--- src/rtl/frame_tx_scheduler.sv ---
`default_nettype none
// ============================================================================
//  Module   : frame_tx_scheduler
//  Purpose  : Aligns OV7670 capture to frame boundaries, keeps luminance
//             bytes, buffers them in a small FIFO and hands them to the UART
//             transmitter through a dtr/ready handshake. Supports single-shot
//             and continuous capture with frame decimation.
//  Options  : FRAME_HEADER_EN - prefix each frame with 0xFF,0x00 and remap
//             luminance 0xFF to 0xFE so the marker stays unique.
//  Revision : 1.0 - initial release
// ============================================================================
module frame_tx_scheduler #(
  parameter int FIFO_AW     = 4,
  parameter int SKIP_FRAMES = 0,
  parameter int GUARD       = 2
) (
  input  logic       clk,
  input  logic       rst_n,
  input  logic       PCLK,
  input  logic       Href,
  input  logic       VSYNC,
  input  logic [7:0] in_pixel,
  input  logic       start,
  input  logic       cont,
  input  logic       stop,
  input  logic       ready,
  output logic       dtr,
  output logic [7:0] data,
  output logic       busy,
  output logic       overflow,
  output logic [9:0] line_cnt,
  output logic [7:0] frame_cnt
);

  localparam int        c_DEPTH = 1 << FIFO_AW;
  localparam int        c_GW    = (GUARD < 1) ? 1 : $clog2(GUARD + 1);
  localparam logic [3:0] c_SKIP = 4'(SKIP_FRAMES);

  typedef enum logic [2:0] {
    S_IDLE    = 3'd0,
    S_ARM     = 3'd1,
    S_CAPTURE = 3'd2,
`ifdef FRAME_HEADER_EN
    S_HEADER  = 3'd4,
`endif
    S_DRAIN   = 3'd3
  } state_t;

  state_t              r_state;
  logic [2:0]          r_pclk_sync;
  logic [2:0]          r_href_sync;
  logic [2:0]          r_vsync_sync;
  logic                r_parity;
  logic [7:0]          r_mem [c_DEPTH];
  logic [FIFO_AW:0]    r_wptr;
  logic [FIFO_AW:0]    r_rptr;
  logic [c_GW-1:0]     r_guard;
  logic                r_cont;
  logic                r_stop_seen;
  logic                r_vs_seen;
  logic [3:0]          r_skip;
`ifdef FRAME_HEADER_EN
  logic                r_hdr_idx;
`endif

  // Index 1 is the synchronized level, index 2 its previous value.
  logic w_pclk_rise;
  logic w_href;
  logic w_href_rise;
  logic w_vsync;
  logic w_vsync_rise;
  logic w_pix_strobe;
  logic w_luma_valid;
  logic [7:0] w_luma_byte;
  logic w_wr_req;
  logic w_empty;
  logic w_full;
  logic w_hdr_pend;
  logic [7:0] w_hdr_byte;
  logic w_issue;
  logic w_rd;
  logic w_wr;
  logic w_ovf_evt;

  assign w_pclk_rise  = r_pclk_sync[1] & ~r_pclk_sync[2];
  assign w_href       = r_href_sync[1];
  assign w_href_rise  = r_href_sync[1] & ~r_href_sync[2];
  assign w_vsync      = r_vsync_sync[1];
  assign w_vsync_rise = r_vsync_sync[1] & ~r_vsync_sync[2];

  // Camera activity during VSYNC high is blanking and is ignored entirely.
  assign w_pix_strobe = w_pclk_rise & w_href & ~w_vsync;
  assign w_luma_valid = w_pix_strobe & ~r_parity;

`ifdef FRAME_HEADER_EN
  assign w_luma_byte = (in_pixel == 8'hFF) ? 8'hFE : in_pixel;
  assign w_hdr_pend  = (r_state == S_HEADER);
  assign w_hdr_byte  = r_hdr_idx ? 8'h00 : 8'hFF;
`else
  assign w_luma_byte = in_pixel;
  assign w_hdr_pend  = 1'b0;
  assign w_hdr_byte  = 8'h00;
`endif

  assign w_wr_req  = w_luma_valid & (r_state == S_CAPTURE);
  assign w_empty   = (r_wptr == r_rptr);
  assign w_full    = (r_wptr[FIFO_AW] != r_rptr[FIFO_AW]) &&
                     (r_wptr[FIFO_AW-1:0] == r_rptr[FIFO_AW-1:0]);
  assign w_issue   = (w_hdr_pend | ~w_empty) & ready & (r_guard == '0);
  // Header bytes take precedence; the FIFO is only popped for pixel bytes.
  assign w_rd      = w_issue & ~w_hdr_pend;
  assign w_wr      = w_wr_req & (~w_full | w_rd);
  assign w_ovf_evt = w_wr_req & w_full & ~w_rd;

  // Two-flop synchronizers plus one history flop for edge detection.
  always_ff @(posedge clk or negedge rst_n) begin
    if (!rst_n) begin
      r_pclk_sync  <= '0;
      r_href_sync  <= '0;
      r_vsync_sync <= '0;
    end else begin
      r_pclk_sync  <= {r_pclk_sync[1:0], PCLK};
      r_href_sync  <= {r_href_sync[1:0], Href};
      r_vsync_sync <= {r_vsync_sync[1:0], VSYNC};
    end
  end

  // Byte parity within a line: even bytes are luminance.
  always_ff @(posedge clk or negedge rst_n) begin
    if (!rst_n) begin
      r_parity <= 1'b0;
    end else if (!w_href) begin
      r_parity <= 1'b0;
    end else if (w_pix_strobe) begin
      r_parity <= ~r_parity;
    end
  end

  // FIFO storage; contents are meaningless once pointers are reset.
  always_ff @(posedge clk) begin
    if (w_wr) begin
      r_mem[r_wptr[FIFO_AW-1:0]] <= w_luma_byte;
    end
  end

  // FIFO pointers with one extra wrap bit to distinguish full from empty.
  always_ff @(posedge clk or negedge rst_n) begin
    if (!rst_n) begin
      r_wptr <= '0;
      r_rptr <= '0;
    end else begin
      if (w_wr) r_wptr <= r_wptr + 1'b1;
      if (w_rd) r_rptr <= r_rptr + 1'b1;
    end
  end

  // Transmit strobe, data hold register and post-strobe guard counter.
  always_ff @(posedge clk or negedge rst_n) begin
    if (!rst_n) begin
      dtr     <= 1'b0;
      data    <= 8'h00;
      r_guard <= '0;
    end else if (w_issue) begin
      dtr     <= 1'b1;
      data    <= w_hdr_pend ? w_hdr_byte : r_mem[r_rptr[FIFO_AW-1:0]];
      r_guard <= c_GW'(GUARD);
    end else begin
      dtr <= 1'b0;
      if (r_guard != '0) r_guard <= r_guard - c_GW'(1);
    end
  end

  // Capture sequencing FSM with its registered status outputs.
  always_ff @(posedge clk or negedge rst_n) begin
    if (!rst_n) begin
      r_state     <= S_IDLE;
      busy        <= 1'b0;
      overflow    <= 1'b0;
      line_cnt    <= '0;
      frame_cnt   <= '0;
      r_cont      <= 1'b0;
      r_stop_seen <= 1'b0;
      r_vs_seen   <= 1'b0;
      r_skip      <= '0;
`ifdef FRAME_HEADER_EN
      r_hdr_idx   <= 1'b0;
`endif
    end else begin
      if (w_ovf_evt) overflow <= 1'b1;
      if (stop && (r_state != S_IDLE)) r_stop_seen <= 1'b1;

      case (r_state)
        S_IDLE: begin
          r_stop_seen <= 1'b0;
          if (start) begin
            r_state   <= S_ARM;
            busy      <= 1'b1;
            overflow  <= 1'b0;
            line_cnt  <= '0;
            r_cont    <= cont;
            r_vs_seen <= 1'b0;
          end
        end

        S_ARM: begin
          if (w_vsync) begin
            r_vs_seen <= 1'b1;
          end else if (r_vs_seen) begin
            // VSYNC has fallen: a new frame begins.
            r_vs_seen <= 1'b0;
            if (r_skip != 4'd0) begin
              r_skip <= r_skip - 4'd1;
            end else begin
              line_cnt <= '0;
`ifdef FRAME_HEADER_EN
              r_state   <= S_HEADER;
              r_hdr_idx <= 1'b0;
`else
              r_state  <= S_CAPTURE;
`endif
            end
          end
        end

`ifdef FRAME_HEADER_EN
        S_HEADER: begin
          if (w_issue) begin
            if (r_hdr_idx) r_state <= S_CAPTURE;
            else           r_hdr_idx <= 1'b1;
          end
        end
`endif

        S_CAPTURE: begin
          if (w_vsync_rise) begin
            r_state <= S_DRAIN;
          end else if (w_href_rise && !w_vsync && (line_cnt != 10'd1023)) begin
            line_cnt <= line_cnt + 10'd1;
          end
        end

        S_DRAIN: begin
          if (w_empty && (r_guard == '0)) begin
            frame_cnt <= frame_cnt + 8'd1;
            if (r_cont && !r_stop_seen && !stop) begin
              r_state   <= S_ARM;
              r_skip    <= c_SKIP;
              r_vs_seen <= 1'b0;
            end else begin
              r_state <= S_IDLE;
              busy    <= 1'b0;
            end
          end
        end

        default: begin
          r_state <= S_IDLE;
          busy    <= 1'b0;
        end
      endcase
    end
  end

endmodule
`default_nettype wire
--- config.mk ---
export PLATFORM = sky130hd
export DESIGN_NAME = frame_tx_scheduler
export DESIGN_NICKNAME = d
export VERILOG_FILES = /design/src/rtl/frame_tx_scheduler.sv
export SDC_FILE = /design/constraint.sdc
export NUM_CORES = 1
export LEC_CHECK = 0
export CAP_MARGIN = 10
export CORE_MARGIN = 5
export CORE_UTILIZATION = 30
export DETAILED_ROUTE_END_ITERATION = 6
export GPL_ROUTABILITY_DRIVEN = 1
export SETUP_SLACK_MARGIN = 0.5
export SLEW_MARGIN = 20
export SYNTH_ARGS = -nofsm -noshare
export SYNTH_HDL_FRONTEND = slang
export SYNTH_SLANG_ARGS = --single-unit
--- constraint.sdc ---
create_clock -name clk -period 3.09 [get_ports clk]
set_input_delay 0.4635 -clock clk [delete_from_list [all_inputs] [get_ports clk]]
set_output_delay 0.4635 -clock clk [all_outputs]
set_load 0.005 [all_outputs]
==> Flow_metrics.wiki, run 1 <==
{| class="wikitable"
! Metric !! Value
|-
| Number of different library cells in the post-synthesis netlist || 46
|-
| Core footprint || 0.0258 sq mm
|-
| Syn Nets || 534
|-
| Largest stage delay on the critical path || 0.49 ns
|-
| Top-level I/O count || 46
|-
| All-layer global routing usage || 11.2%
|-
| Hpwl dp || 10500 um
|-
| Sink count of the clock tree || 188
|-
| Latest clock arrival within the worst-skew pair || 0.43 ns
|-
| Most common library cell in the layout ignoring fill and taps || edfxtp_1
|-
| Die outline area || 0.0293 sq mm
|-
| Clock-pin slew reported for the worst setup and hold paths after clock tree synthesis || 0.07 ns
|-
| Starting DRT DRC Count || 345
|-
| Async SR Flop Fraction || 31.9%
|-
| Number of design rule violations left after detail routing || 0
|-
| Number of setup buffers added after CTS || 0
|-
| RD Place Congestion || 0.793
|-
| CTS root buffer || clkbuf_16
|-
| Final TNS setup || 0 ns
|-
| Site row count || 59
|-
| Starting utilization of the core area || 30.2%
|-
| Width of the die || 171 um
|-
| Number of standard cells after synthesis || 504
|-
| TritonCTS Buffers || 17
|-
| Y dimension of the die || 171 um
|-
| Antenna fix cells || 0
|-
| Startpoint of the lowest-slack register-to-register path || r_vsync_sync[1]
|-
| Static leakage power || 3.26 nW
|-
| # port buffers || 45
|-
| Outcome || finished, final reports clean
|-
| Net count reported at finish || 584
|-
| Sort of element at the start of the critical path || flip-flop
|-
| Placed cells || 870
|-
| Commonest non-fill, non-tap cells in the layout || edfxtp_1, dfrtp_1, clkdlybuf4s50_1
|-
| Class of the tightest hold or removal check || in -> async
|-
| Capture instance of the worst register-to-register path || r_mem[4][1]
|-
| RSZ-0062 raised after global routing || false
|-
| Tcrit/Tclk final || 76.6%
|-
| Post-route setup slack || 0.723 ns
|-
| Routed WL per cell || 17.5 um
|-
| Comb pwr share || 29.5%
|-
| Worst reg-to-reg setup slack || 0.72 ns
|-
| Sequential share of power || 42.1%
|-
| Worst slew slack as a fraction of its limit || 50.6%
|-
| Clock Skews || 0.0120 ns
|-
| Cell at the slowest stage of the critical path || and3_1
|-
| Worst slack after detailed placement || 0.649 ns
|-
| Filler-free cell count of the finished design || 901
|-
| Arrival time at the worst endpoint || 2.43 ns
|-
| Max-slew violation count || 0
|-
| Initial antenna violation count || 0
|-
| Post-Route WL || 15700 um
|-
| Count of flip-flops with a built-in enable after synthesis || 128
|-
| Flop and latch count out of synthesis || 188
|-
| Data required time of the critical path || 3.16 ns
|-
| R2r worst-path depth || 5
|-
| Path type of the worst setup path || reg -> reg
|-
| Power per cell area || 799 mW/mm^2
|-
| Share of post-route cells with drive strength above 1 || 14.1%
|-
| Sw frac || 31.4%
|-
| Maximum fanout along the worst path || 20
|-
| TritonCTS clock tree || built
|-
| Portion of the post-synthesis area used by sequential elements || 68.5%
|-
| Cells along the critical path || nor3b_1 > nand4b_1 > a21oi_1 > buf_4 > and3_1
|-
| Yosys Warn Count || 0
|-
| Peak Freq || 422 MHz
|-
| Post-layout min period || 2.37 ns
|-
| Clock Power Share || 28.4%
|-
| Max clock buf depth || 2
|-
| Grt total ovfl || 0
|-
| Number of H-tree levels || 4
|-
| Flip-flop cell with the highest count after synthesis || edfxtp_1
|-
| Category of the worst setup path capture point || flip-flop
|-
| Count of vias placed by the detailed router || 4315
|-
| Number of hold-repair buffers added at the cts stage || 0
|-
| Area growth syn-to-layout || 17.9%
|-
| Overall power || 7.35 mW
|-
| Global-route wire length before repair || 24700 um
|-
| Net Switching || 2.31 mW
|-
| Final Setup Violations || 0
|-
| Internal portion of total power || 5.05 mW
|-
| Ratio of routed vias to standard cells || 4.79
|-
| Slew at the pin with the worst max-slew slack || 0.741 ns
|-
| Total standard cell area after synthesis || 0.00780 sq mm
|-
| Number of maximum-capacitance constraint violations || 0
|-
| Share of the core filled with cells || 35.6%
|-
| Antenna violation net count after detailed routing || 0
|-
| Pin count of the biggest net entering global routing || 52
|-
| Maximum resistive drop on vdd || 400 uV
|-
| Final hold vios || 0
|-
| First-pass iteration count of the detailed router || 5
|-
| Vias in the first global route || 4535
|-
| Syn avg cell area || 15.5 sq um
|-
| Post-CTS sizing || 0
|}
-- routing by layer --
metal	wire length (um)	global-route usage (%)	part of all wire, %
met4	137	3.79	0.87
met1	6600	13.6	42
met5	0	0	0
met3	963	2.62	6.1
met2	8020	19.6	51
-- layout make-up --
cell class                 instances  area [sq um]
fill                            2428         16600
sequential                       188          5350
multi-input combinational        281          2320
timing repair buffer              54           513
clock buffer                      17           425
tap                              335           419
clock inverter                    14           136
inverter                          12          45.0
-- worst max-delay path by stage --
stage,start,end,slack (ns),depth (start not counted)
final,r_vsync_sync[1],r_mem[4][1],0.72,5
after global routing,r_vsync_sync[1],r_mem[7][2],0.55,5
after CTS,r_vsync_sync[1],r_mem[4][1],0.69,5
after detailed placement,ready,r_mem[4][2],0.65,5
after global placement,ready,r_mem[0][2],0.62,5
after floorplan,r_rptr[1],r_mem[3][0],0.72,7
-- kinds of logic after synthesis --
kind of cell | synth area share (%)
adder cells (fa/ha/maj) | 2.09
AO/OA/AOI/OAI | 5.28
buffers and inverters | 1.84
XOR/XNOR | 2.36
flip-flops | 68.5
multiplexers | 10.3
AND/OR/NAND/NOR | 9.58
-- critical path, delay by kind of cell (launching register included) --
family / cells / cell delay, ns
AO/OA/AOI/OAI: 1 / 0.27
buffers and inverters: 1 / 0.26
flip-flops: 1 / 0.45
AND/OR/NAND/NOR: 3 / 1.03
-- flip-flops by register name, indices dropped and copies added (netlist names) --
name / flops
r_stop_seen: 1
data: 8
r_guard: 2
dtr: 1
r_vs_seen: 1
line_cnt: 10
r_rptr: 5
overflow: 1
busy: 1
r_href_sync: 3
r_parity: 1
r_wptr: 5
r_cont: 1
r_skip: 4
r_pclk_sync: 3
r_mem: 128
r_vsync_sync: 3
frame_cnt: 8
r_state: 2
-- synthesized netlist by cell type, types with 2 or more instances --
library cell / count / share of area [%]
nor3_1: 5 / 0.32
mux4_2: 24 / 6.9
mux2i_1: 12 / 1.5
a21oi_1: 20 / 1.3
nand4_1: 6 / 0.48
nor4_1: 2 / 0.16
xor2_1: 6 / 0.67
and2_1: 2 / 0.16
and4_1: 2 / 0.22
dfrtp_1: 60 / 19
a211oi_1: 8 / 0.77
nand2_1: 31 / 1.5
nand2b_1: 6 / 0.48
nor2b_1: 20 / 1.6
edfxtp_1: 128 / 49
or4b_1: 2 / 0.26
nor2_1: 17 / 0.82
and3_1: 19 / 1.5
nand3_1: 13 / 0.83
o21ai_0: 9 / 0.58
clkbuf_1: 11 / 0.53
a31oi_1: 2 / 0.16
a2111oi_0: 8 / 0.90
nand3b_1: 7 / 0.67
o221ai_1: 4 / 0.45
ha_1: 13 / 2.1
xnor2_1: 15 / 1.7
buf_1: 2 / 0.096
mux2_2: 13 / 1.9
buf_2: 10 / 0.64
inv_1: 12 / 0.58
-- power by group through the flow --
stage,sequential (mW),combinational (mW),clock [mW]
after floorplan,3.10,1.49,0
after global placement,3.14,2.14,0
after detailed placement,3.15,2.18,0
after CTS,3.10,2.21,2.13
after global routing,3.13,2.39,2.24
final,3.10,2.17,2.09
-- stage by stage --
stage               hold WS (ns)  area (sq um)
finish                    0.0947          9200
floorplan                  0.168          7800
CTS                        0.111          9200
global placement           0.342          8640
detailed placement         0.340          8640
global route               0.139          9200
Power figures use the tool's default switching activity.
==> run 2: changes to the inputs <==
==> constraint.sdc (replaced) <==
create_clock -name clk -period 2.11 [get_ports clk]
set_input_delay 0.3165 -clock clk [delete_from_list [all_inputs] [get_ports clk]]
set_output_delay 0.3165 -clock clk [all_outputs]
set_load 0.005 [all_outputs]
==> Flow_metrics.wiki, run 2 (synthesized netlist as in run 1, its figures left out) <==
{| class="wikitable"
! Metric !! Value
|-
| Outcome || finished, final reports clean (unchanged)
|-
| Slew at the pin with the worst max-slew slack || 0.736 ns (was 0.741 ns)
|-
| Antenna fix cells || 0 (unchanged)
|-
| Power per cell area || 1230 mW/mm^2 (was 799 mW/mm^2)
|-
| Clock-pin slew reported for the worst setup and hold paths after clock tree synthesis || 0.07 ns (about the same)
|-
| Max clock buf depth || 2 (unchanged)
|-
| Initial antenna violation count || 0 (unchanged)
|-
| Data required time of the critical path || 2.48 ns (was 3.16 ns)
|-
| Max-slew violation count || 0 (unchanged)
|-
| Cell at the slowest stage of the critical path || or4b_1 (was and3_1)
|-
| Sink count of the clock tree || 188 (unchanged)
|-
| Final Setup Violations || 0 (unchanged)
|-
| Global-route wire length before repair || 27900 um (was 24700 um)
|-
| Peak Freq || 515 MHz (was 422 MHz)
|-
| Final hold vios || 0 (unchanged)
|-
| Largest stage delay on the critical path || 0.49 ns (about the same)
|-
| Class of the tightest hold or removal check || in -> reg (was in -> async)
|-
| Hpwl dp || 11300 um (was 10500 um)
|-
| Share of the core filled with cells || 40.4% (was 35.6%)
|-
| Number of filler cells placed in the layout || 2376 (was 2428)
|-
| Starting utilization of the core area || 30.2% (unchanged)
|-
| Grt total ovfl || 0 (unchanged)
|-
| Commonest non-fill, non-tap cells in the layout || edfxtp_1, buf_4, dfrtp_1 (was edfxtp_1, dfrtp_1, clkdlybuf4s50_1)
|-
| Overall power || 12.9 mW (was 7.35 mW)
|-
| Antenna violation net count after detailed routing || 0 (unchanged)
|-
| Share of post-route cells with drive strength above 1 || 37.9% (was 14.1%)
|-
| Largest register FFs || 128 (unchanged)
|-
| Number of H-tree levels || 4 (unchanged)
|-
| CTS root buffer || clkbuf_16 (unchanged)
|-
| Top-level I/O count || 46 (unchanged)
|-
| First-pass iteration count of the detailed router || 5 (unchanged)
|-
| Latest clock arrival within the worst-skew pair || 0.44 ns (was 0.43 ns)
|-
| Ratio of routed vias to standard cells || 4.78 (was 4.79)
|-
| Count of vias placed by the detailed router || 4661 (was 4315)
|-
| Maximum fanout along the worst path || 5 (was 20)
|-
| Static leakage power || 3.91 nW (was 3.26 nW)
|-
| All-layer global routing usage || 12.6% (was 11.2%)
|-
| Worst slew slack as a fraction of its limit || 50.8% (was 50.6%)
|-
| Width of the die || 171 um (unchanged)
|-
| Area growth syn-to-layout || 33.9% (was 17.9%)
|-
| Arrival time at the worst endpoint || 2.31 ns (was 2.43 ns)
|-
| Sort of element at the start of the critical path || flip-flop (unchanged)
|-
| TritonCTS clock tree || built (unchanged)
|-
| Number of maximum-capacitance constraint violations || 0 (unchanged)
|-
| Routed WL per cell || 18.5 um (was 17.5 um)
|-
| Y dimension of the die || 171 um (unchanged)
|-
| Number of design rule violations left after detail routing || 0 (unchanged)
|-
| Site row count || 59 (unchanged)
|-
| Starting DRT DRC Count || 300 (was 345)
|-
| Filler-free cell count of the finished design || 976 (was 901)
|-
| Path type of the worst setup path || reg -> reg (unchanged)
|-
| Post-layout min period || 1.94 ns (was 2.37 ns)
|-
| Final TNS setup || 0 ns (unchanged)
|-
| # port buffers || 45 (unchanged)
|-
| Post-Route WL || 18100 um (was 15700 um)
|-
| Core footprint || 0.0258 sq mm (unchanged)
|-
| Placed cells || 889 (was 870)
|-
| RD Place Congestion || 0.798 (was 0.793)
|-
| Vias in the first global route || 4922 (was 4535)
|-
| Pin count of the biggest net entering global routing || 61 (was 52)
|-
| Die outline area || 0.0293 sq mm (unchanged)
|-
| Category of the worst setup path capture point || flip-flop (unchanged)
|-
| Tcrit/Tclk final || 92.0% (was 76.6%)
|-
| Maximum resistive drop on vdd || 630 uV (was 400 uV)
|-
| TritonCTS Buffers || 17 (unchanged)
|-
| RSZ-0062 raised after global routing || true (was false)
|-
| Net count reported at finish || 658 (was 584)
|-
| Clock Skews || 0.0143 ns (was 0.0120 ns)
|-
| Cells along the critical path || or3b_1 > a211oi_2 > nand3_4 > or4b_1 > nand3_1 (was nor3b_1 > nand4b_1 > a21oi_1 > buf_4 > and3_1)
|-
| Most common library cell in the layout ignoring fill and taps || edfxtp_1 (unchanged)
|}
==> run 2: changes by cell type in the layout (fill, tap and decap cells not counted), moves of 16 or more <==
| cell | delta |
|---|---|
| and3_1 | -16 |
| buf_4 | +48 |
| clkdlybuf4s50_1 | -29 |
| dlygate4sd2_1 | +28 |
==> run 2: final timing paths <==
path                                 start              end  slack (ns)  cells after the start
max in group asynchronous            rst_n        r_wptr[4]        1.38                      3
max reg2reg                r_vsync_sync[1]      line_cnt[4]        0.17                      5
min reg2reg                r_vsync_sync[0]  r_vsync_sync[1]        0.35                      0
max                        r_vsync_sync[1]      line_cnt[4]        0.17                      5
min                                   Href   r_href_sync[0]        0.32                      1
min in group asynchronous            rst_n      r_stop_seen        0.42                      3
==> run 2: power by group <==
part	internal [mW]	switching (mW)
clock network	1.72	1.58
registers	4.27	0.244
logic	2.72	2.35
==> run 2: per-layer routing <==
metal / track usage, % / up-vias / routed length, um
met3: 2.78 / 12 / 920
li1: - / 2177 / -
met2: 21.7 / 112 / 9140
met5: 0 / - / 0
met4: 3.65 / 0 / 231
met1: 16.2 / 2360 / 7780
==> run 2: repair_timing <==
item                                    4_1_cts  5_1_grt
gates resized for setup                      81       43
pin swaps                                    10       18
endpoints found under the setup margin      195      170
cloned                                        5        0
endpoints found under the hold margin        60        0
hold buffers                                  1        0
setup buffers                                40        9
==> run 2: critical path, delay by kind of cell (launching register included) <==
kind,cells,cell delay (ns)
compound gates,1,0.30
simple gates,4,1.18
flops,1,0.41
==> run 2: metrics by stage <==
stage | cell area, sq um | hold slack (ns) | worst slack, ns
floorplan | 8010 | 0.0209 | 0.230
global placement | 9010 | 0.335 | 0.0329
detailed placement | 9010 | 0.336 | 0.0427
finish | 10400 | 0.321 | 0.169
global route | 10400 | 0.312 | 0.0865
CTS | 10200 | 0.306 | 0.155
==> run 2: cell type report <==
type                    count  area [sq um]  area share, %
inverters                  12          45.0          0.431
flip-flops and latches    188          5360           51.3
clock inverters            15           193           1.85
multi-input cells         282          2750           26.3
clock buffers              17           425           4.07
well taps                 335           419           4.01
repair buffers            127          1260           12.0
==> run 3: changes to the inputs <==
--- a/config.mk
+++ b/config.mk
@@ -11,6 +11,7 @@
 export DETAILED_ROUTE_END_ITERATION = 6
 export GPL_ROUTABILITY_DRIVEN = 1
 export SETUP_SLACK_MARGIN = 0.5
+export SKIP_CTS_REPAIR_TIMING = 1
 export SLEW_MARGIN = 20
 export SYNTH_ARGS = -nofsm -noshare
 export SYNTH_HDL_FRONTEND = slang
==> Flow_metrics.wiki, run 3 (synthesized netlist as in run 1, its figures left out) <==
{| class="wikitable"
! Metric !! Value
|-
| Sort of element at the start of the critical path || flip-flop (unchanged)
|-
| Final TNS setup || 0 ns (unchanged)
|-
| First-pass iteration count of the detailed router || 4 (was 5)
|-
| Hpwl dp || 11300 um (unchanged)
|-
| Number of design rule violations left after detail routing || 0 (unchanged)
|-
| Latest clock arrival within the worst-skew pair || 0.44 ns (about the same)
|-
| R2r worst-path depth || 6 (was 5)
|-
| Vias in the first global route || 4639 (was 4922)
|-
| Power per cell area || 1190 mW/mm^2 (was 1230 mW/mm^2)
|-
| Commonest non-fill, non-tap cells in the layout || edfxtp_1, buf_4, dfrtp_1 (unchanged)
|-
| Final hold vios || 0 (unchanged)
|-
| # port buffers || 45 (unchanged)
|-
| Path type of the worst setup path || reg -> reg (unchanged)
|-
| Share of the core filled with cells || 40.2% (was 40.4%)
|-
| Worst slew slack as a fraction of its limit || 52.0% (was 50.8%)
|-
| Initial antenna violation count || 0 (unchanged)
|-
| Maximum resistive drop on vdd || 608 uV (was 630 uV)
|-
| Site row count || 59 (unchanged)
|-
| Slew at the pin with the worst max-slew slack || 0.718 ns (was 0.736 ns)
|-
| Starting DRT DRC Count || 354 (was 300)
|-
| Clock-pin slew reported for the worst setup and hold paths after clock tree synthesis || 0.07 ns (about the same)
|-
| Data required time of the critical path || 2.48 ns (about the same)
|-
| Outcome || finished, final reports clean (unchanged)
|-
| Number of maximum-capacitance constraint violations || 0 (unchanged)
|-
| Clock Skews || 0.0157 ns (was 0.0143 ns)
|-
| Net count reported at finish || 649 (was 658)
|-
| Antenna fix cells || 0 (unchanged)
|-
| Maximum fanout along the worst path || 5 (unchanged)
|-
| Die outline area || 0.0293 sq mm (unchanged)
|-
| All-layer global routing usage || 11.8% (was 12.6%)
|-
| Core footprint || 0.0258 sq mm (unchanged)
|-
| Top-level I/O count || 46 (unchanged)
|-
| Most common library cell in the layout ignoring fill and taps || edfxtp_1 (unchanged)
|-
| Width of the die || 171 um (unchanged)
|-
| Metal1 wirelength || 7550 um (was 7780 um)
|-
| Routed wl met3 || 1060 um (was 920 um)
|-
| Peak Freq || 491 MHz (was 515 MHz)
|-
| Share of post-route cells with drive strength above 1 || 34.2% (was 37.9%)
|-
| Antenna violation net count after detailed routing || 0 (unchanged)
|-
| Class of the tightest hold or removal check || in -> reg (unchanged)
|-
| Uppermost routed layer || met4 (unchanged)
|-
| TritonCTS clock tree || built (unchanged)
|-
| Final Setup Violations || 0 (unchanged)
|-
| Sink count of the clock tree || 188 (unchanged)
|-
| TritonCTS Buffers || 17 (unchanged)
|-
| Arrival time at the worst endpoint || 2.40 ns (was 2.31 ns)
|-
| Starting utilization of the core area || 30.2% (unchanged)
|-
| Post-Route WL || 17900 um (was 18100 um)
|-
| Global-route wire length before repair || 26100 um (was 27900 um)
|-
| Grt total ovfl || 0 (unchanged)
|-
| Largest register FFs || 128 (unchanged)
|-
| Max clock buf depth || 2 (unchanged)
|-
| Post-layout min period || 2.03 ns (was 1.94 ns)
|-
| RD Place Congestion || 0.798 (unchanged)
|-
| Metal2 WL || 9050 um (was 9140 um)
|-
| Pin count of the biggest net entering global routing || 61 (unchanged)
|-
| CTS root buffer || clkbuf_16 (unchanged)
|-
| Routed WL per cell || 18.5 um (about the same)
|-
| Count of vias placed by the detailed router || 4624 (was 4661)
|-
| Cell depth of the worst hold path || 1 (unchanged)
|-
| Y dimension of the die || 171 um (unchanged)
|-
| Ratio of routed vias to standard cells || 4.78 (about the same)
|-
| Area growth syn-to-layout || 33.3% (was 33.9%)
|-
| Static leakage power || 4.11 nW (was 3.91 nW)
|-
| Max-slew violation count || 0 (unchanged)
|-
| Category of the worst setup path capture point || flip-flop (unchanged)
|-
| RSZ-0062 raised after global routing || true (unchanged)
|-
| Number of H-tree levels || 4 (unchanged)
|-
| Tcrit/Tclk final || 96.4% (was 92.0%)
|}
==> run 3: changes by cell type in the layout (fill, tap and decap cells not counted), sizes merged <==
cell	previous run	this run
dlygate4sd2	28	0
buf	82	70
clkbuf	17	20
dlymetal6s2s	1	29
==> run 3: through the flow <==
step / setup slack (ns) / hold WS [ns] / instance area (sq um) / power, mW / cells
after CTS: 0.0728 / -0.109 / 9630 / 11.8 / 921
after global routing: 0.00582 / 0.312 / 10400 / 13.0 / 967
final: 0.0751 / 0.324 / 10400 / 12.4 / 967
after detailed placement: 0.0427 / 0.336 / 9010 / 8.49 / 889
after global placement: 0.0329 / 0.335 / 9010 / 8.42 / 889
after floorplan: 0.230 / 0.0209 / 8010 / 7.06 / 504
==> run 3: path summary, 6_finish.rpt <==
| path | end | startpoint | slack, ns |
|---|---|---|---|
| max in group asynchronous | r_wptr[4] | rst_n | 1.38 |
| worst max register to register | line_cnt[4] | r_vsync_sync[1] | 0.08 |
| worst min register to register | r_vsync_sync[1] | r_vsync_sync[0] | 0.35 |
| min in group asynchronous | r_stop_seen | rst_n | 0.43 |
| worst min-delay path | r_href_sync[0] | Href | 0.32 |
| worst max-delay path | line_cnt[4] | r_vsync_sync[1] | 0.08 |
==> run 3: power by group <==
| group | switching, mW | total (mW) | internal [mW] |
|---|---|---|---|
| clock | 1.57 | 3.29 | 1.72 |
| combinational | 2.16 | 4.55 | 2.39 |
| sequential | 0.260 | 4.52 | 4.26 |
| total | 3.99 | 12.4 | 8.38 |
==> run 3: critical path, stage by stage (launching register included) <==
cell	delay, ns
dfrtp_1	0.40
buf_4	0.14
or3b_4	0.41
a211oi_4	0.30
nand3_4	0.14
or4b_1	0.48
nand3_1	0.10
==> run 3: per-layer routing <==
layer,track usage (%),vias to the layer above
li1,-,2153
met1,15.1,2349
met2,20.2,110
met3,2.69,12
met4,3.48,0
met5,0,-
==> run 3: cell type report <==
| type | count | area (sq um) |
|---|---|---|
| Multi-Input combinational cell | 282 | 2690 |
| Clock buffer | 17 | 425 |
| Inverter | 12 | 45.0 |
| Fill cell | 2360 | 15400 |
| Timing Repair Buffer | 118 | 1260 |
| Sequential cell | 188 | 5360 |
| Tap cell | 335 | 419 |
| Clock inverter | 15 | 193 |
